<file path="src/rtl/counter_pkg.sv">
// counter_pkg: counter op encoding shared by counter/timer blocks
package counter_pkg;
  typedef logic [1:0] op_t;
  localparam op_t OP_HOLD = 2'b00;
  localparam op_t OP_UP   = 2'b01;
  localparam op_t OP_DOWN = 2'b10;
  localparam op_t OP_LOAD = 2'b11;
endpackage

</file>
<file path="src/rtl/counter_next_calc.sv">
// counter_next_calc: next count and wrap flag for a modulo-N up/down counter
// UPDOWN_MOD_COUNTER_SAT_EN selects saturating instead of wrapping steps
module counter_next_calc
  import counter_pkg::*;
#(
  parameter int CNT_WIDTH = 8,
  parameter int CNT_MOD   = 2 ** CNT_WIDTH
) (
  input  logic [CNT_WIDTH-1:0] cur,
  input  op_t                  op,
  input  logic                 en,
  input  logic [CNT_WIDTH-1:0] load_val,
  output logic [CNT_WIDTH-1:0] nxt,
  output logic                 wrap
);
  localparam logic [CNT_WIDTH:0]   MOD_X = (CNT_WIDTH + 1)'(CNT_MOD);
  localparam logic [CNT_WIDTH-1:0] MAX   = CNT_WIDTH'(CNT_MOD - 1);
  logic                 up, dn, at_max, at_min;
  logic [CNT_WIDTH-1:0] clamp, up_val, dn_val;
  assign up     = en && op == OP_UP;
  assign dn     = en && op == OP_DOWN;
  assign at_max = cur == MAX;
  assign at_min = cur == '0;
  // widened compare so a full-range modulus never clamps
  assign clamp  = ({1'b0, load_val} >= MOD_X) ? MAX : load_val;
`ifdef UPDOWN_MOD_COUNTER_SAT_EN
  assign up_val = at_max ? cur : cur + CNT_WIDTH'(1);
  assign dn_val = at_min ? cur : cur - CNT_WIDTH'(1);
  assign wrap   = 1'b0;
`else
  assign up_val = at_max ? '0 : cur + CNT_WIDTH'(1);
  assign dn_val = at_min ? MAX : cur - CNT_WIDTH'(1);
  assign wrap   = (up && at_max) || (dn && at_min);
`endif
  always_comb begin
    nxt = cur;
    nxt = op == OP_LOAD ? clamp : up ? up_val : dn ? dn_val : cur;
  end
endmodule

</file>
<file path="src/rtl/updown_mod_counter.sv">
// updown_mod_counter: modulo-N up/down counter with load, clear, wrap pulse and min/max flags
// UPDOWN_MOD_COUNTER_SAT_EN selects saturating mode (Wrap stays 0)
module updown_mod_counter #(
  parameter int CNT_WIDTH = 8,
  parameter int CNT_MOD   = 2 ** CNT_WIDTH,
  parameter int RESET_VAL = 0
) (
  input  logic                 Clk,
  input  logic                 Reset,
  input  logic                 Clear,
  input  logic                 En,
  input  logic [1:0]           CounterOp,
  input  logic [CNT_WIDTH-1:0] LoadVal,
  output logic [CNT_WIDTH-1:0] CounterOut,
  output logic                 Wrap,
  output logic                 AtMax,
  output logic                 AtMin
);
  localparam logic [CNT_WIDTH-1:0] RST_V = CNT_WIDTH'(RESET_VAL);
  localparam logic [CNT_WIDTH-1:0] MAX   = CNT_WIDTH'(CNT_MOD - 1);
  logic [CNT_WIDTH-1:0] nxt;
  logic                 wrap_nxt;
  counter_next_calc #(.CNT_WIDTH(CNT_WIDTH), .CNT_MOD(CNT_MOD)) u_next (
    .cur(CounterOut),
    .op(CounterOp),
    .en(En),
    .load_val(LoadVal),
    .nxt(nxt),
    .wrap(wrap_nxt)
  );
  always_ff @(posedge Clk or posedge Reset) begin
    if (Reset) begin
      CounterOut <= RST_V;
      Wrap       <= 1'b0;
    end else if (Clear) begin
      CounterOut <= RST_V;
      Wrap       <= 1'b0;
    end else begin
      CounterOut <= nxt;
      Wrap       <= wrap_nxt;
    end
  end
  assign AtMax = CounterOut == MAX;
  assign AtMin = CounterOut == '0;
endmodule

</file>
<file path="config.mk">
export PLATFORM = sky130hd
export DESIGN_NAME = updown_mod_counter
export DESIGN_NICKNAME = d
export VERILOG_FILES = /design/src/rtl/counter_pkg.sv /design/src/rtl/counter_next_calc.sv /design/src/rtl/updown_mod_counter.sv
export SDC_FILE = /design/constraint.sdc
export NUM_CORES = 1
export LEC_CHECK = 0
export BUFFER_PORTS_ARGS = -buffer_cell sky130_fd_sc_hd__buf_2
export CAP_MARGIN = 20
export CORE_UTILIZATION = 47
export CTS_BUF_LIST = sky130_fd_sc_hd__clkbuf_16
export DETAILED_ROUTE_END_ITERATION = 10
export GPL_TIMING_DRIVEN = 0
export PLACE_DENSITY = 0.75
export SLEW_MARGIN = 15
export SYNTH_ARGS = -nofsm -noshare
export SYNTH_HDL_FRONTEND = slang
export SYNTH_SLANG_ARGS = --single-unit
export TNS_END_PERCENT = 1
</file>
<file path="constraint.sdc">
create_clock -name Clk -period 1.9 [get_ports Clk]
set_clock_uncertainty 0.05 [all_clocks]
set_input_delay 0.19 -clock Clk [delete_from_list [all_inputs] [get_ports Clk]]
set_output_delay 0.19 -clock Clk [all_outputs]
set_load 0.005 [all_outputs]
</file>
Yosys cells after proc, flatten, opt, wreduce, memory -nomap -nowiden:

Index checks and enable logic that the tools add are counted.

* flip-flop bits (word level): 9
* word-level logic and storage cells: 22
* output and inout bits: 11
* bits of input ports: 14

* muxes and demuxes: 7
* add/subtract/negate cells: 2
* equal/unequal tests: 4
* reduce and logical (&&, ||, !) cells: 7

Operator list (count)
* 8-bit 2-to-1 mux: 6
* 8-bit by 1-bit adder with 8-bit output, second input constant: 1
* 8-bit equality test, second input constant: 1
* 8-bit zero test: 1
* 8-bit by 1-bit subtractor with 8-bit output, second input constant: 1
* 2-bit equality test, second input constant: 2
* 1-bit logical AND: 4
* 4-bit nonzero test: 1
* 2-bit by 1-bit equality test with 1-bit output, second input constant: 1
* 1-bit logical OR: 1
* 1-bit 2-to-1 mux: 1

Logic depth before layout (Yosys ltp):

* depth in word-level cells: 6
* gate-level depth with buffers: 6
* gate-level depth less buffers: 6

By module:

Synthesis repeated with hierarchy kept, for this count alone.

* cells, all modules: 122
* area, all modules: 980.9 um^2

By module, submodules not included
* counter_next_calc: instances 1, seq. area each 0.0 um^2, cells each 97, area each 660.6 um^2
* updown_mod_counter: instances 1, seq. area each 225.2 um^2, cells each 25, area each 320.3 um^2

Worst setup path before layout:

No wires, ideal clock.

* path kind: flip-flop to flip-flop
* from: register CounterOut[0]
* to: register CounterOut[2]
* slack: 28 ps
* clock period less this slack: 1872 ps
* stages on the path, launching flop included: 7
* required time: 1785 ps
* path buffers: 0
* arrival time: 1756 ps
* library setup time: 65 ps
* path through: dfrtp_1 -> inv_1 -> ha_1 -> or3b_2 -> o21ai_2 -> o221a_1 -> o221a_2

* word-level cells in the longest chain between the ends: 6
* elaborated cells between the ends (all ways): 10
* classes of those cells: 2 x add/sub; 1 x eq/ne; 6 x mux; 1 x reduce/logical

Ends and longest elaborated chain
* start, declared: RTL line updown_mod_counter.sv:14 `output logic [CNT_WIDTH-1:0] CounterOut,`
* start signal, assigned: RTL line updown_mod_counter.sv:39 `CounterOut <= nxt;`
* 8-bit by 1-bit subtractor with 8-bit output / 8-bit zero test (equally long branches): RTL line counter_next_calc.sv:32, counter_next_calc.sv:23
* 8-bit 2-to-1 mux: RTL line counter_next_calc.sv:32 `assign dn_val = at_min ? MAX : cur - CNT_WIDTH'(1);`
* 8-bit 2-to-1 mux: RTL line counter_next_calc.sv:37 `nxt = op == OP_LOAD ? clamp : up ? up_val : dn ? dn_val : cur;`
* 8-bit 2-to-1 mux (*) (2 in a row): RTL line counter_next_calc.sv:37
* 8-bit 2-to-1 mux (*): RTL line updown_mod_counter.sv:35 `end else if (Clear) begin`

Mark *: on every way between the ends. The rest lies on a longest branch, timed or not. The select of a mux whose other input is x is not followed.
A chain may end at the register's enable or synchronous reset.

Worst setup path in the final report:

* from: register CounterOut[0]
* to: output port AtMax

* word-level cells in the longest chain between the ends: 1

Ends and longest elaborated chain
* 8-bit equality test: RTL line updown_mod_counter.sv:43 `assign AtMax = CounterOut == MAX;`
* end, declared: RTL line updown_mod_counter.sv:16 `output logic AtMax,`

Every way passes these cells.

==> out/results.tsv <==
stage	metric	value	unit
status	outcome	completed	
yosys	synth_flop_cell	dfrtp_1	
pwr	peakVddDrop	457	uV
worst_hold_path	hold_depth	3	
final_layout	drive_above_1_share	33.6	%
yosys	syn_nets	135	
yosys	syn-cell-area	945	sq um
job	cap_violations	0	
cts	path_clk_slew	0.04	ns
yosys	synth_edf_count	0	
cts	cts_buffers	3	
sta	final.period_utilization	99.6	%
final_layout	final_cell_area	1220	sq um
pwr	switching_share	32.8	%
placed_design	io_buffers	20	
yosys	syn_inst	118	
global_route	grt_max_degree	11	
yosys	synth.area.top_cells	dfrtp_1 (24%), a22oi_1 (4.0%), ha_1 (4.0%)	
worst_hold_path	min_path_type	input pin to flop	
setup_path	worstSetupStartpointType	flop	
final_layout	fill_cells	163	
worst_hold_path	holdPathEnd	CounterOut[4]	
cts	clkSinkCount	9	
setup_path	reg2reg_to	CounterOut[2]	
cts	cts.htree.levels	1	
sta	final-setup-viol-count	0	
detailed_routing	routed.top_layer	met4	
detailed_routing	drt_iter0_markers	56	
yosys	synth.top_cell.area_share	23.8	%
pwr	power.density	795	nW/um^2
floorplanning	placementRows	15	
sta	slew_violations	0	
yosys	seq_area_frac_synth	23.8	%
final_layout	multi_input_area	663	sq um
detailed_routing	route.met3.wl	196	um
yosys	avgSynthCellArea	8.01	sq um
setup_path	r2r_cells	6	
global_route	track_usage	29.0	%
global_route	first_global_vias	923	
floorplanning	coreArea	1800	sq um
final_layout	seq_area	228	sq um
detailed_routing	met1_length	1230	um
pwr	p_seq_share	24.0	%
sta	min_period	1.89	ns
sta	relSlewSlack	52.0	%
final_layout	nets	164	
floorplanning	start_util	52.4	%
cts	worstSkewPairLatency	0.24	ns
sta	finalHoldViolCount	0	
floorplanning	io_pins	25	
floorplanning	die_y	46.8	um
sta	clock.fmax	0.529	GHz
placed_design	dp_hpwl	1900	um
placed_design	dpl_cell_area	1080	sq um
final_layout	diodes	0	
final_layout	utilization	67.7	%
pwr	p_leak	0.523	nW
sta	tightestPinTransition	0.712	ns
detailed_routing	routed_via_density	6.41	
pwr	p_switching	318	uW
detailed_routing	drt-total-wl	2780	um
floorplanning	die_area	2190	sq um
setup_path	path_class	flop to output pin	
setup_path	required	1.66	ns
detailed_routing	antenna_left	0	
setup_path	end_kind	output pin	
yosys	ys_ff_latch	9	
yosys	synth-warning-count	0	
global_route	grt_remaining_overflow	0	
cts	cts_tree	built	
sta	rsz0062_at_grt	true	
floorplanning	die_w	46.8	um
global_route	grt_pass1_wl	4380	um
setup_path	timing.rr.start	CounterOut[0]	
cts	clockBufferDepth	2	
pwr	intPower	652	uW
final_layout	syn2layout_area_growth	29.1	%
detailed_routing	drc	0	
detailed_routing	vias	1096	
pwr	combPwrFrac	37.0	%
setup_path	reg2reg_slack	0.04	ns
cts	cts_root_buffer	clkbuf_16	
setup_path	cp_max_fo	6	
global_route	antenna_found_initial	0	
pwr	p_total	970	uW
worst_hold_path	min_from	LoadVal[4]	
detailed_routing	dr.pass1.iters	4	
setup_path	crit_arrival	1.65	ns
detailed_routing	met2_length	1240	um
yosys	synth.distinct_cells	52	
pwr	clkPwrFrac	39.0	%
yosys	synth_area_leader_cell	dfrtp_1	
placed_design	gp_congestion	0.907	
detailed_routing	wl_per_cell	16.3	um
yosys	synthArstFlopShare	100	%
-- power groups by stage --
stage	combinational, mW	clock, mW	sequential [mW]
global placement	0.303	0	0.235
detailed placement	0.309	0	0.235
finish	0.358	0.378	0.233
global route	0.391	0.393	0.237
CTS	0.327	0.379	0.235
floorplan	0.227	0	0.234
-- what timing repair did --
item	CTS	global route
setup endpoints to repair	7	6
hold buffers	1	0
buffers inserted	0	3
resized for setup	7	6
endpoints found under the hold margin	9	0
-- kinds of logic after synthesis --
logic type      after synthesis  share of synthesized area [%]
compound gates               42                           34.3
xor+xnor                      3                           2.78
fa+ha+maj                     4                           5.03
buf+inv                      19                           8.74
flops                         9                           23.8
mux                           2                           2.25
simple gates                 39                           23.0
-- worst max-delay path, stage by stage, from the launching register on --
cell and delay (ns):
dfrtp_2 0.43, ha_1 0.25, nand3_1 0.24, nor2_1 0.31, buf_2 0.17
-- worst max path at each step --
stage                             start            end  slack, ns  depth (start not counted)
after floorplan           CounterOut[0]  CounterOut[2]       0.03                          6
after global placement    CounterOut[0]  CounterOut[2]      -0.15                          6
after detailed placement  CounterOut[0]  CounterOut[2]      -0.17                          6
after CTS                 CounterOut[0]          AtMin       0.02                          5
after global routing      CounterOut[3]  CounterOut[7]      -0.07                          5
final                     CounterOut[0]          AtMax      0.008                          4
-- area by class of cell --
type                            count  share of cell area, %
Clock inverter                      1                  0.308
Tap cell                           25                   2.56
Timing Repair Buffer               24                   10.9
Clock buffer                        3                   6.15
Buffer                             11                   4.41
Sequential cell                     9                   18.7
Inverter                            8                   2.67
Multi-Input combinational cell     90                   54.4
-- registers in the layout, summed over array words and instances, names as in the netlist --
register    count
Wrap            1
CounterOut      8
-- cell usage after synthesis (3+ instances only) --
cell	number
nor2_1	10
dfrtp_1	9
inv_1	8
clkbuf_1	7
o21ai_0	6
a22oi_1	5
nand2_1	5
nand2b_1	4
o22ai_1	4
a21oi_1	3
buf_2	3
ha_1	3
-- stage by stage --
step	hold slack [ns]	worst slack, ns	TNS (ns)	instances
6_report	0.212	0.00817	0	171
5_1_grt	0.252	-0.0684	-0.217	171
4_1_cts	0.218	0.0156	0	168
3_5_place_dp	0.133	-0.171	-0.374	163
3_3_place_gp	0.127	-0.145	-0.305	163
2_1_floorplan	-0.0321	0.0285	0	118
-- layer usage --
layer	global-route usage, %	vias up
met3	3.46	13
met2	41.4	69
li1	-	505
met5	0	-
met1	41.5	509
met4	17.1	0
-- placed cells by master (no fill, tap or decap), drive strengths merged, types with 4 or more instances in the layout --
| cell | Yosys | layout |
|---|---|---|
| buf | 4 | 27 |
| nor2 | 10 | 10 |
| clkbuf | 7 | 10 |
| dfrtp | 9 | 9 |
| inv | 8 | 9 |
| o21ai | 7 | 7 |
| nand2 | 5 | 5 |
| a22oi | 5 | 5 |
| nand2b | 4 | 4 |
| o22ai | 4 | 4 |
(Power assumes the default switching activity.)
